`src/rtl/bit_serializer_pkg.sv`:
```
// Shared types and helpers for the bit serializer.
// Optional feature macro: SER_PARITY_EN (appends an even-parity bit to each frame).
package ser_pkg;

    typedef enum logic [0:0] {
        SER_IDLE  = 1'b0,
        SER_SHIFT = 1'b1
    } ser_state_t;

    // Bits per frame: data bits plus the optional parity bit.
    function automatic int frame_len(input int width);
`ifdef SER_PARITY_EN
        return width + 1;
`else
        return width;
`endif
    endfunction

    // Counter width; wide enough to hold WIDTH (the parity-frame load value).
    function automatic int cnt_width(input int width);
        return $clog2(width + 1);
    endfunction

endpackage

```
`src/rtl/bit_serializer_if.sv`:
```
// Word-in / bit-out bundle of the bit serializer.
// Handshake: a word transfers on a rising edge where in_valid && in_ready;
// in_ready never depends on in_valid, and in_data/lsb_first are only
// meaningful in that accept cycle. dbg_* exposes FSM state and bit counter.
interface bit_serializer_if #(
    parameter int WIDTH = 8
) ();
    localparam int CW = ser_pkg::cnt_width(WIDTH);

    logic [WIDTH-1:0] in_data;
    logic             in_valid;
    logic             in_ready;
    logic             lsb_first;
    logic             ser_out;
    logic             ser_valid;
    logic             ser_first;
    logic             ser_last;
    logic             busy;
    logic [0:0]       dbg_state;
    logic [CW-1:0]    dbg_count;

    modport master (
        output in_data, in_valid, lsb_first,
        input  in_ready, ser_out, ser_valid, ser_first, ser_last, busy,
        input  dbg_state, dbg_count
    );

    modport slave (
        input  in_data, in_valid, lsb_first,
        output in_ready, ser_out, ser_valid, ser_first, ser_last, busy,
        output dbg_state, dbg_count
    );
endinterface

```
`src/rtl/bit_serializer_counter.sv`:
```
// Down-counter tracking the remaining bits of the current frame.
// Load has priority over decrement; the count parks at zero.
module ser_bit_counter #(
    parameter int CW       = 4,
    parameter int LOAD_VAL = 7
) (
    input  logic          clk,
    input  logic          rst_n,
    input  logic          i_load,
    input  logic          i_dec,
    output logic [CW-1:0] o_count,
    output logic          o_is_first,
    output logic          o_is_zero
);
    logic [CW-1:0] r_cnt;

    // Load at frame start, count down once per emitted bit.
    always_ff @(posedge clk or negedge rst_n) begin
        if (!rst_n) begin
            r_cnt <= '0;
        end else if (i_load) begin
            r_cnt <= CW'(LOAD_VAL);
        end else if (i_dec && (r_cnt != '0)) begin
            r_cnt <= r_cnt - CW'(1);
        end
    end

    assign o_count    = r_cnt;
    assign o_is_first = (r_cnt == CW'(LOAD_VAL));
    assign o_is_zero  = (r_cnt == '0);
endmodule

```
`src/rtl/bit_serializer.sv`:
```
// Parallel-to-serial front end: one WIDTH-bit word in, one bit per clock out
// with first/last framing flags. Back-to-back words give a gap-free stream.
// Optional feature macro: SER_PARITY_EN (even-parity bit closes each frame).
module bit_serializer
    import ser_pkg::*;
#(
    parameter int WIDTH = 8
) (
    input  logic             clk,
    input  logic             rst_n,
    bit_serializer_if.slave  bus
);
    localparam int FRAME_LEN = frame_len(WIDTH);
    localparam int CW        = cnt_width(WIDTH);

    // Encodings match ser_state_t.
    localparam logic [0:0] ST_IDLE  = 1'b0;
    localparam logic [0:0] ST_SHIFT = 1'b1;

    logic [0:0]       r_state;
    logic [WIDTH-1:0] r_shreg;
    logic             r_ser_out;
`ifdef SER_PARITY_EN
    logic             r_parity;
`endif

    logic             w_shift;
    logic             w_last;
    logic             w_ready;
    logic             w_accept;
    logic             w_is_first;
    logic             w_is_zero;
    logic             w_next_bit;
    logic [CW-1:0]    w_count;
    logic [WIDTH-1:0] w_word;

    assign w_shift  = (r_state == ST_SHIFT);
    assign w_last   = w_shift && w_is_zero;
    assign w_ready  = !w_shift || w_last;
    assign w_accept = bus.in_valid && w_ready;

    // Orient the word so the first bit to send always sits at the MSB;
    // this is how the bit order is captured at accept time.
    always_comb begin
        w_word = bus.in_data;
        if (bus.lsb_first) begin
            for (int i = 0; i < WIDTH; i++) begin
                w_word[i] = bus.in_data[WIDTH-1-i];
            end
        end
    end

    // Bit that follows the current one within the frame.
`ifdef SER_PARITY_EN
    assign w_next_bit = (w_count == CW'(1)) ? r_parity : r_shreg[WIDTH-2];
`else
    assign w_next_bit = r_shreg[WIDTH-2];
`endif

    ser_bit_counter #(
        .CW       (CW),
        .LOAD_VAL (FRAME_LEN - 1)
    ) u_counter (
        .clk        (clk),
        .rst_n      (rst_n),
        .i_load     (w_accept),
        .i_dec      (w_shift && !w_accept),
        .o_count    (w_count),
        .o_is_first (w_is_first),
        .o_is_zero  (w_is_zero)
    );

    // FSM, shift register and registered serial bit.
    always_ff @(posedge clk or negedge rst_n) begin
        if (!rst_n) begin
            r_state   <= ST_IDLE;
            r_shreg   <= '0;
            r_ser_out <= 1'b0;
        end else if (w_accept) begin
            r_state   <= ST_SHIFT;
            r_shreg   <= w_word;
            r_ser_out <= w_word[WIDTH-1];
        end else if (w_last) begin
            r_state   <= ST_IDLE;
            r_shreg   <= '0;
            r_ser_out <= 1'b0;
        end else if (w_shift) begin
            r_shreg   <= {r_shreg[WIDTH-2:0], 1'b0};
            r_ser_out <= w_next_bit;
        end
    end

`ifdef SER_PARITY_EN
    // Even parity of the accepted word, emitted after the data bits.
    always_ff @(posedge clk or negedge rst_n) begin
        if (!rst_n) begin
            r_parity <= 1'b0;
        end else if (w_accept) begin
            r_parity <= ^bus.in_data;
        end
    end
`endif

    assign bus.in_ready  = w_ready;
    assign bus.ser_out   = r_ser_out;
    assign bus.ser_valid = w_shift;
    assign bus.ser_first = w_shift && w_is_first;
    assign bus.ser_last  = w_last;
    assign bus.busy      = w_shift;
    assign bus.dbg_state = r_state;
    assign bus.dbg_count = w_count;
endmodule

```
`src/flat_wrapper.sv`:
```
// flat-port wrapper written by rule: the top's interface ports become plain ports
module bit_serializer_flat import ser_pkg::*;
#(
    parameter int WIDTH = 8
)
  (clk, rst_n, bus_in_data, bus_in_valid, bus_lsb_first, bus_in_ready, bus_ser_out, bus_ser_valid, bus_ser_first, bus_ser_last, bus_busy, bus_dbg_state, bus_dbg_count);
  bit_serializer_if #(.WIDTH(WIDTH)) bus_i ();
  input  logic clk;
  input  logic rst_n;
  input wire logic [$bits(bus_i.in_data)-1:0] bus_in_data;
  input wire logic [$bits(bus_i.in_valid)-1:0] bus_in_valid;
  input wire logic [$bits(bus_i.lsb_first)-1:0] bus_lsb_first;
  output wire logic [$bits(bus_i.in_ready)-1:0] bus_in_ready;
  output wire logic [$bits(bus_i.ser_out)-1:0] bus_ser_out;
  output wire logic [$bits(bus_i.ser_valid)-1:0] bus_ser_valid;
  output wire logic [$bits(bus_i.ser_first)-1:0] bus_ser_first;
  output wire logic [$bits(bus_i.ser_last)-1:0] bus_ser_last;
  output wire logic [$bits(bus_i.busy)-1:0] bus_busy;
  output wire logic [$bits(bus_i.dbg_state)-1:0] bus_dbg_state;
  output wire logic [$bits(bus_i.dbg_count)-1:0] bus_dbg_count;
  assign bus_i.in_data = bus_in_data;
  assign bus_i.in_valid = bus_in_valid;
  assign bus_i.lsb_first = bus_lsb_first;
  assign bus_in_ready = bus_i.in_ready;
  assign bus_ser_out = bus_i.ser_out;
  assign bus_ser_valid = bus_i.ser_valid;
  assign bus_ser_first = bus_i.ser_first;
  assign bus_ser_last = bus_i.ser_last;
  assign bus_busy = bus_i.busy;
  assign bus_dbg_state = bus_i.dbg_state;
  assign bus_dbg_count = bus_i.dbg_count;
  bit_serializer #(.WIDTH(WIDTH)) u_core (.clk(clk), .rst_n(rst_n), .bus(bus_i));
endmodule
```
`config.mk`:
```
export PLATFORM = sky130hd
export DESIGN_NAME = bit_serializer_flat
export DESIGN_NICKNAME = d
export VERILOG_FILES = /design/src/rtl/bit_serializer_pkg.sv /design/src/rtl/bit_serializer_if.sv /design/src/rtl/bit_serializer_counter.sv /design/src/rtl/bit_serializer.sv /design/src/flat_wrapper.sv
export SDC_FILE = /design/constraint.sdc
export NUM_CORES = 1
export LEC_CHECK = 0
export BUFFER_PORTS_ARGS = -buffer_cell sky130_fd_sc_hd__buf_4
export CAP_MARGIN = 20
export CORE_MARGIN = 2
export CORE_UTILIZATION = 44
export CTS_CLUSTER_DIAMETER = 40
export DETAILED_ROUTE_END_ITERATION = 6
export HOLD_SLACK_MARGIN = 0.03
export PLACE_DENSITY = 0.73
export REMOVE_ABC_BUFFERS = 1
export SYNTH_ARGS = -nofsm -noshare
export SYNTH_HDL_FRONTEND = slang
export SYNTH_SLANG_ARGS = --single-unit
export TNS_END_PERCENT = 10
```
`constraint.sdc`:
```
create_clock -name clk -period 1.7 [get_ports clk]
set_input_delay 0.17 -clock clk [delete_from_list [all_inputs] [get_ports clk]]
set_output_delay 0.17 -clock clk [all_outputs]
set_load 0.01 [all_outputs]
```
-- After elaboration in Yosys (flattened, before gate mapping)
Index checks and enable logic that the tools add are counted.
- bits in latches: 0
- word-level logic and storage cells: 30
- bits in writable memories: 0
- register bits: 13
- ROM bits: 0
- memories: 0
- divide/modulo/power cells: 0
- $add $sub $neg: 1
- shift operators: 0
- magnitude comparators: 0
- eq/ne operators: 1
- bitwise operators: 0
- reduce and logical (&&, ||, !) cells: 13
- multiply operators: 0
- multiplexer cells: 11
- operators with widths (operator ; number):
    7-bit 2-to-1 mux ; 3
    4-bit 2-to-1 mux ; 2
    8-bit 2-to-1 mux ; 1
    1-bit logical AND ; 5
    1-bit 2-to-1 mux ; 5
    4-bit by 3-bit == test with 1-bit output (second input constant) ; 1
    4-bit zero test ; 1
    2-bit nonzero test ; 2
    4-bit nonzero test ; 1
    4-bit by 1-bit subtractor with 4-bit output (second input constant) ; 1
    3-bit nonzero test ; 1
    1-bit zero test ; 2
    1-bit logical OR ; 1

-- Logic depth before layout (Yosys ltp)
- depth after elaboration: 9
- gate-level depth with buffers: 6
- depth with buffers taken out: 5

-- By module
Synthesis repeated with hierarchy kept, for this count alone.
- cell total of the unflattened synthesis: 71
- area total of the unflattened synthesis: 775.7 um^2
- by module, submodules not included (module ; cells each ; area an instance (um^2) ; instances):
    bit_serializer ; 48 ; 520.5 ; 1
    ser_bit_counter ; 23 ; 255.2 ; 1

-- Worst setup path after synthesis
No wires, ideal clock.
- kind: register to register
- from: register u_core.u_counter.r_cnt[0], in the netlist u_core.u_counter.o_count[0]
- to: register u_core.u_counter.r_cnt[1], in the netlist u_core.u_counter.o_count[1]
- clock period less this slack: 1.694 ns
- slack: 0.006 ns
- arrival time: 1.566 ns
- cell stages (with the launch flop): 7
- path buffers: 1
- cells stage by stage: dfrtp_1 -> inv_1 -> ha_1 -> or3b_4 -> clkbuf_1 -> a211oi_1 -> a21oi_1
- cells in the longest elaborated chain, start to end: 8
- RTL lines (what ; line ; RTL):
    from (decl) ; bit_serializer_counter.sv:15 ; logic [CW-1:0] r_cnt;
    from (signal assigned) ; bit_serializer_counter.sv:22 ; r_cnt <= CW'(LOAD_VAL);
    from (signal assigned) ; bit_serializer_counter.sv:24 ; r_cnt <= r_cnt - CW'(1);
    parallel branches: the longest is 8 deep, another holds 4-bit by 1-bit subtractor with 4-bit output ; - ;
Several ways; the timed one is not identified. The select of a mux whose other input is x is not followed.
A chain may end at the register's enable or synchronous reset.

-- Final worst setup path
- from: register u_core.u_counter.r_cnt[0], in the netlist u_core.u_counter.o_count[0]
- to: output bus_in_ready
- cells in the longest elaborated chain, start to end: 3
- RTL lines (what ; line ; RTL):
    4-bit zero test ; bit_serializer_counter.sv:30 ; assign o_is_zero = (r_cnt == '0);
    1-bit logical AND ; bit_serializer.sv:38 ; assign w_last = w_shift && w_is_zero;
    1-bit logical OR ; bit_serializer.sv:39 ; assign w_ready = !w_shift || w_last;
    to (decl) ; flat_wrapper.sv:13 ; output wire logic [$bits(bus_i.in_ready)-1:0] bus_in_ready;
No other way between the ends.

==> flow_metrics.env <==
export IMPL_status="complete, but fails checks"
export IMPL_violations="setup timing"
export IMPL_maxCapViolations=0
export IMPL_final_common_cell="buf_4"
export IMPL_peakVddDrop_mv=0.681
export IMPL_grt_util_all_layers_pct=19.3
export IMPL_rows=14
export IMPL_final_layout_size_suffix_gt1_share_pct=46.0
export IMPL_core_um2=1560
export IMPL_power_frac_comb_pct=54.3
export IMPL_p_seq_share_pct=33.6
export IMPL_first_pass_iters=4
export IMPL_drc=0
export IMPL_worstPathArrival_ns=1.59
export IMPL_cts_sinks=13
export IMPL_finalNonFillerCells=116
export IMPL_clock_latency_ns=0.28
export IMPL_synth_distinct_cells=25
export IMPL_switchingPower_mw=0.615
export IMPL_grt_max_degree=19
export IMPL_finalCritPeriodShare_pct=104
export IMPL_synth_seq_cells=13
export IMPL_grt_pass1_wl_um=2790
export IMPL_worstSetupStartpointType="register"
export IMPL_final_cell_mix="buf_4, dfrtp_1, mux2i_1"
export IMPL_dr_total_vias=693
export IMPL_cp_max_fo=4
export IMPL_fillers=139
export IMPL_slew_headroom_pct=67.7
export IMPL_synth_area_top_cells="dfrtp_1, mux2i_1, a32oi_1"
export IMPL_placed_cells=106
export IMPL_clk_pin_slew_ns=0.08
export IMPL_gr_total_overflow=0
export IMPL_layout_nets=115
export IMPL_wire_per_inst_um=14.5
export IMPL_reg2reg_depth=6
export IMPL_multiInputGateArea_um2=395
export IMPL_finClkSkew_ns=0.00223
export IMPL_numCtsBuffers=3
export IMPL_min_path_type="input port to register"
export IMPL_die_height_um=45.3
export IMPL_io_buffers=22
export IMPL_r2r_end="u_core.bus.busy"
export IMPL_worstMarginPinSlew_ns=0.485
export IMPL_fmax_mhz=568
export IMPL_crit_required_ns=1.53
export IMPL_synth_top_area_share_pct=43.4
export IMPL_fin_crit_ns=1.76
export IMPL_drt_initial_drc_count=5
export IMPL_n_antenna_cell=0
export IMPL_power_leakage_nw=0.484
export IMPL_place_congestion=0.758
export IMPL_syn2layout_area_growth_pct=38.2
export IMPL_r2r_start="u_core.u_counter.o_count[0]"
export IMPL_dieArea_um2=2050
export IMPL_dp_hpwl_um=1190
export IMPL_r2r_setup_slack_ns=-0.04
export IMPL_hold_depth=2
export IMPL_worstHoldEndpoint="u_core.bus.busy"
export IMPL_initial_utilization_pct=48.1
export IMPL_rsz0062_at_grt="yes"
export IMPL_dp_slack_ns=0.0308
export IMPL_synth_seq_area_share_pct=43.4
export IMPL_vias_per_cell=5.97
export IMPL_seq_area_um2=325
export IMPL_antenna_found_initial=0
export IMPL_swShare_pct=38.3
export IMPL_wirelength_um=1680
export IMPL_hold_viol_final=0
export IMPL_grt_pass1_vias=632
export IMPL_cts_tree="done"
export IMPL_hold_start="bus_in_valid"
export IMPL_cts_buffer_depth=2
export IMPL_syn_area_um2=749
export IMPL_ant_nets=0
export IMPL_pwr_share_clk_pct=12.1
export IMPL_die_w_um=45.3
export IMPL_slew_viol_final=0
export IMPL_p_int_mw=0.991
export IMPL_synth_top_cell_by_area="dfrtp_1"
export IMPL_yosys_warnings=0
export IMPL_layout_setup_ws_ns=-0.0605
export IMPL_cts_root_buf="clkbuf_4"
export IMPL_critPathKind="register to output port"
export IMPL_power_mw=1.61
export IMPL_pin_count=23
export IMPL_synth_avg_cell_area_um2=10.6
export IMPL_endpoint_kind="output port"
export IMPL_cts_max_level=1
export IMPL_setup_viol=2
export IMPL_powerDensity_nw_per_um2=1550
export IMPL_syn_inst=71
==> per-stage QoR <==
| step | hold WS [ns] | setup TNS [ns] | area [um2] | utilization (%) |
|---|---|---|---|---|
| 3_5_place_dp | 0.0228 | 0 | 923 | 59.2 |
| 4_1_cts | 0.149 | -0.254 | 998 | 64.0 |
| 2_1_floorplan | -0.126 | -0.0387 | 708 | - |
| 5_1_grt | 0.155 | -0.574 | 1040 | 66.5 |
| 6_report | 0.158 | -0.101 | 1040 | 66.5 |
| 3_3_place_gp | 0.0215 | 0 | 923 | 59.2 |
==> worst max-delay path by stage <==
stage,from,endpoint,depth (start not counted)
after CTS,u_core.u_counter.o_count[0],bus_in_ready,6
after detailed placement,u_core.u_counter.o_count[0],u_core.bus.ser_out,6
after global placement,u_core.u_counter.o_count[0],u_core.bus.busy,5
after floorplan,u_core.u_counter.o_count[0],u_core.bus.busy,5
after global routing,u_core.u_counter.o_count[0],bus_in_ready,6
final,u_core.u_counter.o_count[0],bus_in_ready,6
==> synthesized netlist by cell type <==
cell / n
nand3b_1: 1
o32ai_1: 1
dfrtp_1: 13
buf_4: 2
ha_1: 2
nand3_1: 1
buf_1: 2
or2_2: 2
clkinv_1: 1
a32oi_1: 7
o31ai_1: 7
xnor2_1: 1
or3b_4: 1
a211oi_1: 2
buf_6: 1
and4_1: 1
a21oi_1: 4
inv_1: 5
nor4_1: 1
o311ai_0: 2
mux2i_1: 8
nand2_1: 1
clkbuf_1: 2
and2_4: 1
nor2_1: 2
==> state kept, by name, indices dropped and copies added (netlist names) <==
name and count:
u_core.u_counter.o_count 4, u_core.bus.ser_out 1, u_core.bus.busy 1, u_core.r_shreg 7
==> metal layers <==
metal	GRT usage (%)	wire, um	vias to the layer above
met1	23.5	709	335
met3	4.80	86	4
met5	0	0	-
li1	-	-	329
met2	31.1	844	25
met4	10.6	37	0
==> layout make-up <==
class / instances / share of cell area, %
Multi-Input combinational cell: 45 / 38.2
Sequential cell: 13 / 31.4
Timing Repair Buffer: 32 / 23.8
Clock buffer: 4 / 2.54
Inverter: 6 / 2.17
Tap cell: 16 / 1.93
==> kinds of logic (layout without fill, tap and decap cells) <==
| kind of cell | count (synthesis) | count (layout) | share of synthesized area, % |
|---|---|---|---|
| and+or+nand+nor | 11 | 11 | 9.52 |
| DFF | 13 | 13 | 43.4 |
| AOI/OAI and AO/OA | 23 | 23 | 23.4 |
| muxes | 8 | 8 | 10.7 |
| xor gates and xnor gates | 1 | 1 | 1.17 |
| buffers and inverters | 13 | 42 | 8.51 |
| adders and majority gates | 2 | 2 | 3.34 |
==> power by group through the flow <==
stage | Clock [mW] | Sequential (mW) | Combinational, mW
2_1_floorplan | 0 | 0.582 | 0.343
3_3_place_gp | 0 | 0.538 | 0.706
3_5_place_dp | 0 | 0.541 | 0.729
4_1_cts | 0.195 | 0.535 | 0.798
5_1_grt | 0.214 | 0.560 | 0.965
6_report | 0.194 | 0.539 | 0.873
==> critical path, cell delays in order, from the launching register on <==
cell and delay (ns):
dfrtp_1 0.39, inv_2 0.08, ha_4 0.14, or3b_4 0.39, and2_4 0.18, inv_2 0.04, buf_6 0.09
==> timing repair <==
item	in CTS	in global routing
gates resized for setup	6	4
pin swaps	1	1
endpoints found under the hold margin	13	0
setup endpoints to repair	2	13
hold buffers	1	0
buffers inserted	2	3
(Power assumes the default switching activity.)
